`src/rtl/uart_tx_mmio_pkg.sv`:
```
// Shared definitions for the memory-mapped UART transmitter: register offsets,
// STATUS/CTRL bit positions and the transmit FSM state encoding.
package uart_tx_mmio_pkg;

    localparam logic [1:0] UartTxData = 2'd0;
    localparam logic [1:0] UartStatus = 2'd1;
    localparam logic [1:0] UartCtrl   = 2'd2;
    localparam logic [1:0] UartDiv    = 2'd3;

    localparam int StBusy   = 0;
    localparam int StFull   = 1;
    localparam int StEmpty  = 2;
    localparam int StOvf    = 3;
    localparam int StCntLsb = 4;

    localparam int CtrlTxEn  = 0;
    localparam int CtrlIntEn = 1;

    typedef enum logic [1:0] {
        S_IDLE  = 2'd0,
        S_START = 2'd1,
        S_DATA  = 2'd2,
        S_STOP  = 2'd3
    } tx_state_e;

endpackage

```
`src/rtl/uart_fifo.sv`:
```
// Synchronous FIFO with extra-MSB pointers; a push into a full FIFO is
// accepted only when a pop frees a slot on the same edge.
module uart_fifo #(
    parameter int DATA_W = 8,
    parameter int DEPTH  = 16,
    localparam int AW    = $clog2(DEPTH)
) (
    input  logic              clk,
    input  logic              rst,
    input  logic              push,
    input  logic              pop,
    input  logic [DATA_W-1:0] wdata,
    output logic [DATA_W-1:0] rdata,
    output logic              full,
    output logic              empty,
    output logic [AW:0]       count
);

    logic [DATA_W-1:0] mem [DEPTH];
    logic [AW:0]       wptr;
    logic [AW:0]       rptr;
    logic              do_push;
    logic              do_pop;

    assign empty   = (wptr == rptr);
    assign full    = (wptr[AW] != rptr[AW]) && (wptr[AW-1:0] == rptr[AW-1:0]);
    assign count   = wptr - rptr;
    assign do_pop  = pop && !empty;
    assign do_push = push && (!full || do_pop);
    assign rdata   = mem[rptr[AW-1:0]];

    always_ff @(posedge clk or posedge rst) begin
        if (rst) begin
            wptr <= '0;
            rptr <= '0;
        end else begin
            if (do_push) wptr <= wptr + 1'b1;
            if (do_pop)  rptr <= rptr + 1'b1;
        end
    end

    // Storage carries data only, so it is left out of reset.
    always_ff @(posedge clk) begin
        if (do_push) mem[wptr[AW-1:0]] <= wdata;
    end

endmodule

```
`src/rtl/uart_tx_mmio.sv`:
```
// Memory-mapped 8N1 UART transmitter: bus decode, CTRL/DIVISOR registers,
// transmit FSM with baud counter and shift register, and the idle interrupt.
module uart_tx_mmio
    import uart_tx_mmio_pkg::*;
#(
    parameter int          FIFO_DEPTH = 16,
    parameter logic [15:0] DIV_RESET  = 16'd434
) (
    input  logic        clk,
    input  logic        rst,
    input  logic        ce,
    input  logic        we,
    input  logic [31:0] addr,
    input  logic [31:0] data,
    input  logic [3:0]  sel,
    output logic [31:0] data_o,
    output logic        tx,
    output logic        int_o
);

    localparam int CW = $clog2(FIFO_DEPTH) + 1;

    tx_state_e   state;
    tx_state_e   state_n;
    logic [15:0] divisor;
    logic [15:0] div_eff;
    logic [15:0] baud_cnt;
    logic [2:0]  bit_idx;
    logic [7:0]  shift;
    logic [7:0]  fifo_rdata;
    logic        tx_en;
    logic        int_en;
    logic        overflow;
    logic        fifo_full;
    logic        fifo_empty;
    logic [CW-1:0] fifo_count;
    logic        wr;
    logic        push;
    logic        pop;
    logic        load;
    logic        bit_end;
    logic        unused_ok;

    assign wr        = ce & we;
    assign push      = wr && (addr[3:2] == UartTxData) && sel[0];
    assign div_eff   = (divisor == 16'd0) ? 16'd1 : divisor;
    assign bit_end   = (baud_cnt == 16'd0);
    assign unused_ok = ^{addr[31:4], addr[1:0], data[31:16], sel[3:2]};

    uart_fifo #(
        .DATA_W (8),
        .DEPTH  (FIFO_DEPTH)
    ) u_fifo (
        .clk   (clk),
        .rst   (rst),
        .push  (push),
        .pop   (pop),
        .wdata (data[7:0]),
        .rdata (fifo_rdata),
        .full  (fifo_full),
        .empty (fifo_empty),
        .count (fifo_count)
    );

    always_comb begin
        state_n = state;
        pop     = 1'b0;
        load    = 1'b0;
        case (state)
            S_IDLE: begin
                if (tx_en && !fifo_empty) begin
                    pop     = 1'b1;
                    load    = 1'b1;
                    state_n = S_START;
                end
            end
            S_START: begin
                if (bit_end) begin
                    load    = 1'b1;
                    state_n = S_DATA;
                end
            end
            S_DATA: begin
                if (bit_end) begin
                    load = 1'b1;
                    if (bit_idx == 3'd7) state_n = S_STOP;
                end
            end
            S_STOP: begin
                if (bit_end) state_n = S_IDLE;
            end
            default: state_n = S_IDLE;
        endcase
    end

    always_ff @(posedge clk or posedge rst) begin
        if (rst) state <= S_IDLE;
        else     state <= state_n;
    end

    // Divisor is sampled only at bit starts, so mid-frame writes land on the next bit.
    always_ff @(posedge clk or posedge rst) begin
        if (rst) begin
            baud_cnt <= 16'd0;
            bit_idx  <= 3'd0;
        end else begin
            if (load)                                baud_cnt <= div_eff - 16'd1;
            else if (state != S_IDLE && !bit_end)    baud_cnt <= baud_cnt - 16'd1;
            if (state == S_START)                    bit_idx  <= 3'd0;
            else if (state == S_DATA && bit_end)     bit_idx  <= bit_idx + 3'd1;
        end
    end

    always_ff @(posedge clk) begin
        if (pop)                           shift <= fifo_rdata;
        else if (state == S_DATA && bit_end) shift <= {1'b0, shift[7:1]};
    end

    assign tx = (state == S_START) ? 1'b0 :
                (state == S_DATA)  ? shift[0] : 1'b1;

    always_ff @(posedge clk or posedge rst) begin
        if (rst) begin
            tx_en    <= 1'b0;
            int_en   <= 1'b0;
            divisor  <= DIV_RESET;
            overflow <= 1'b0;
            int_o    <= 1'b0;
        end else begin
            int_o <= int_en & fifo_empty & (state == S_IDLE);
            if (push && fifo_full && !pop)
                overflow <= 1'b1;
            else if (wr && addr[3:2] == UartStatus && sel[0] && data[StOvf])
                overflow <= 1'b0;
            if (wr && addr[3:2] == UartCtrl && sel[0]) begin
                tx_en  <= data[CtrlTxEn];
                int_en <= data[CtrlIntEn];
            end
            if (wr && addr[3:2] == UartDiv) begin
                if (sel[0]) divisor[7:0]  <= data[7:0];
                if (sel[1]) divisor[15:8] <= data[15:8];
            end
        end
    end

    always_comb begin
        data_o = 32'd0;
        if (ce && !we) begin
            case (addr[3:2])
                UartStatus: begin
                    data_o[StBusy]          = (state != S_IDLE);
                    data_o[StFull]          = fifo_full;
                    data_o[StEmpty]         = fifo_empty;
                    data_o[StOvf]           = overflow;
                    data_o[StCntLsb +: 5]   = 5'(fifo_count);
                end
                UartCtrl: begin
                    data_o[CtrlTxEn]  = tx_en;
                    data_o[CtrlIntEn] = int_en;
                end
                UartDiv:  data_o[15:0] = divisor;
                default:  data_o = 32'd0;
            endcase
        end
    end

endmodule

```
`config.mk`:
```
export PLATFORM = sky130hd
export DESIGN_NAME = uart_tx_mmio
export DESIGN_NICKNAME = d
export VERILOG_FILES = /design/src/rtl/uart_tx_mmio_pkg.sv /design/src/rtl/uart_fifo.sv /design/src/rtl/uart_tx_mmio.sv
export SDC_FILE = /design/constraint.sdc
export NUM_CORES = 1
export LEC_CHECK = 0
export ABC_AREA = 1
export BUFFER_PORTS_ARGS = -buffer_cell sky130_fd_sc_hd__buf_2
export CORE_ASPECT_RATIO = 0.8
export CORE_MARGIN = 5
export CORE_UTILIZATION = 38
export DETAILED_ROUTE_END_ITERATION = 10
export GPL_TIMING_DRIVEN = 0
export PLACE_DENSITY = 0.62
export SLEW_MARGIN = 10
export SYNTH_ARGS = -nofsm -noshare
export SYNTH_HDL_FRONTEND = slang
export SYNTH_HIERARCHICAL = 1
export SYNTH_SLANG_ARGS = --single-unit
```
`constraint.sdc`:
```
create_clock -name clk -period 3.55 [get_ports clk]
set_input_delay 0.5325 -clock clk [delete_from_list [all_inputs] [get_ports clk]]
set_output_delay 0.5325 -clock clk [all_outputs]
set_load 0.02 [all_outputs]
```
==> out/metrics.yaml <==
yosys:
  syn_avg_cell_area_um2: 8.487
  synth_top_family_by_area: "simple AND/OR/NAND/NOR gates"
  synthSimpleGateAreaFrac: 0.2708
  synthXorXnorAreaFrac: 0.008133
  syn_inst: 1142
  yosysWarnings: 6
  synth_seq_area_share: 0.5537
  synth_compound_area_frac: 0.03176
  synth_fa_ha_area_frac: 0.02530
  netlist_area_mm2: 0.009692
  synth_top_area_share: 0.4214
  ys_ff_latch: 187
  synth_cell_types: 37
  synth.mux.area_fraction: 0
  synth_area_leaders: "edfxtp_1 (42%), nand2_1 (15%), dfrtp_1 (12%), inv_1 (7.2%), nand3_1 (6.5%)"
  synth_largest_area_cell: "edfxtp_1"
sta:
  finalWorstSetupSlack_ns: 0.2400
  setup_tns_ns: 0
  rsz0062_at_grt: "no"
  finalHoldViolations: 0
  clock_skew_ns: 0.01532
  fmaxAchievable_ghz: 0.3021
  relSlewSlack: 0.1480
  setup_viol: 0
  fin_crit_sh: 0.9324
  min_period_ns: 3.310
  tightest_slew_ns: 1.268
  slew_viol_final: 0
drt:
  antenna_left: 0
  wire_per_inst_um: 15.25
  via_per_inst: 4.812
  wirelength_um: 23690
  first_iter_violations: 618
  vias: 7473
  drc_errors: 0
  drt_pass1_iterations: 5
critical_path:
  cpPeakStageDelay_ns: 0.43
  critPathRequiredTime_ns: 3.63
  startpoint_type: "flop"
  crit_family: "buffers and inverters"
  crit_type: "reg -> reg"
  crit_arrival_ns: 3.39
  cp_cell_sequence: "inv_1 > ha_1 > nand2_2 > nor2_4 > nand2_1 > inv_1 > inv_1 > nand3_1 > clkinv_1 > inv_1 > nand4_4 > nand2_4 > buf_8 > nor2_2"
  end_kind: "flop"
  cpMaxStageDelayCell: "nor2_2"
  cp_max_fo: 12
  crit_buf_inv: 6
  cpMostUsedCell: "inv_1"
floorplanning:
  num_rows: 52
  die_width_um: 188.6
  core_area_mm2: 0.02524
  io_pins: 106
  die_h_um: 152.8
  dieArea_mm2: 0.02882
  initial_core_util: 0.3839
power_and_ir_drop:
  ir_worst_vdd_uv: 321.2
  power_density_mw_per_mm2: 659.4
  p_leak_nw: 5.200
clocking:
  post-cts-setup-buffers: 0
  cts_buffers: 17
  clkTransAtPathRegs_ns: 0.07
  cts_root_buffer: "clkbuf_16"
  worstSkewPairLatency_ns: 0.44
  cts_tree: "built"
  cts.sinks: 187
  htree_levels: 4
  clockBufferDepth: 2
layout:
  fill_cells: 2488
  fin_util: 0.4378
  drive_gt1_frac: 0.1359
  seq_area_mm2: 0.005366
  final_cell_mix: "nand2_1 (387), inv_1 (185), edfxtp_1 (136)"
  final_common_cell: "nand2_1"
  area_delta_synth_final_pct: 14.05
  stdcell_count: 1553
  layout.nets: 1307
  antennaDiodeCount: 0
  multi_input_area_mm2: 0.003427
grt:
  antenna_found_initial: 0
  grt_pass1_vias: 7045
  grt-ovfl-total: 0
  grtUsageTotal: 0.1639
  grt_pass1_wl_um: 37200
  grt_max_degree: 23
place:
  numPortBuffers: 41
  place_hpwl_um: 16790
  place_inst: 1523
  routabilityCongestion: 0.8564
  place_ws_ns: -0.2325
min_path:
  hold_class: "in -> async"
status:
  status: "finished, final reports clean"
job:
  drv_cap: 0
synthesized netlist by cell type:
cell      number
nor3_1         9
buf_1          1
clkinv_1       5
nand2_2        7
fa_1           1
nor2_2         9
edfxtp_1     136
nand3_2        2
o21ai_1        2
nor2_4         2
o211ai_1       1
o221ai_1       1
a32o_1         1
buf_6          3
clkbuf_1      10
inv_2          4
buf_8          1
buf_2         17
nor2_1        68
buf_4         21
o21ai_0       22
ha_1          18
dfrtp_1       46
a21oi_1       24
or2_2          1
o21a_1         1
nand4_1        6
nand4_4        1
a31oi_1        4
nand2_4        3
inv_1        186
dfstp_2        5
nand2_1      387
conb_1         1
xor2_1         9
nand3_1      126
o21ai_2        1
cell type report:
class / instances / area share
repair buffers: 42 / 0.02105
clock inverters: 15 / 0.01223
inverters: 195 / 0.06645
multi-input cells: 722 / 0.3101
plain buffers: 51 / 0.02954
well taps: 324 / 0.03668
clock buffers: 17 / 0.03849
flip-flops and latches: 187 / 0.4855
cells by family after synthesis:
logic type               Yosys count
XOR/XNOR                           9
AO/OA/AOI/OAI                     57
adder cells (fa/ha/maj)           19
flip-flops                       187
AND/OR/NAND/NOR                  621
buffers and inverters            248
other                              1
routing by layer:
| layer | wire length, um | part of all wire | global-route usage |
|---|---|---|---|
| met3 | 1333 | 0.056 | 0.02668 |
| met1 | 11270 | 0.48 | 0.2413 |
| met2 | 10740 | 0.45 | 0.2529 |
| met4 | 346 | 0.015 | 0.04475 |
| met5 | 0 | 0 | 0 |
final timing paths:
check / from / to / slack [ns] / depth (start not counted)
min in group clk: data[10] / divisor[10] / 0.33 / 3
setup / recovery: u_fifo/rptr[3] / u_fifo/mem[14][7] / 0.24 / 14
hold reg to reg: overflow / overflow / 0.50 / 1
setup reg to reg: u_fifo/rptr[3] / u_fifo/mem[14][7] / 0.24 / 14
hold / removal: rst / u_fifo/wptr[0] / 0.11 / 2
max in group asynchronous: rst / divisor[1] / 2.83 / 3
registers in the layout, summed over array words and instances (netlist names), 2 cells and up:
| signal | cells |
|---|---|
| shift | 8 |
| u_fifo/rptr | 5 |
| state | 2 |
| divisor | 16 |
| u_fifo/mem | 128 |
| u_fifo/wptr | 5 |
| bit_idx | 3 |
| baud_cnt | 16 |
metrics by stage:
stage	instance area, um2	hold WS, ns	power [W]
CTS	10970	0.1058	0.007278
floorplan	9748	0.3727	0.004651
global route	11050	0.1211	0.007796
global placement	10360	0.4729	0.005368
finish	11050	0.1078	0.007288
detailed placement	10390	0.4848	0.005410
what timing repair did:
item                       in CTS  in global routing
resized for setup               8                 26
setup endpoints to repair     128                140
hold buffers                    0                  0
pin swaps                       0                  0
hold endpoints to repair        0                  0
report_power, final:
group	total [W]	internal (W)	switching, W
Clock	0.00186	0.000980	0.000880
Combinational	0.00272	0.000844	0.00188
Sequential	0.00271	0.00255	0.000153
Total	0.00729	0.00438	0.00291
Power figures use the tool's default switching activity.
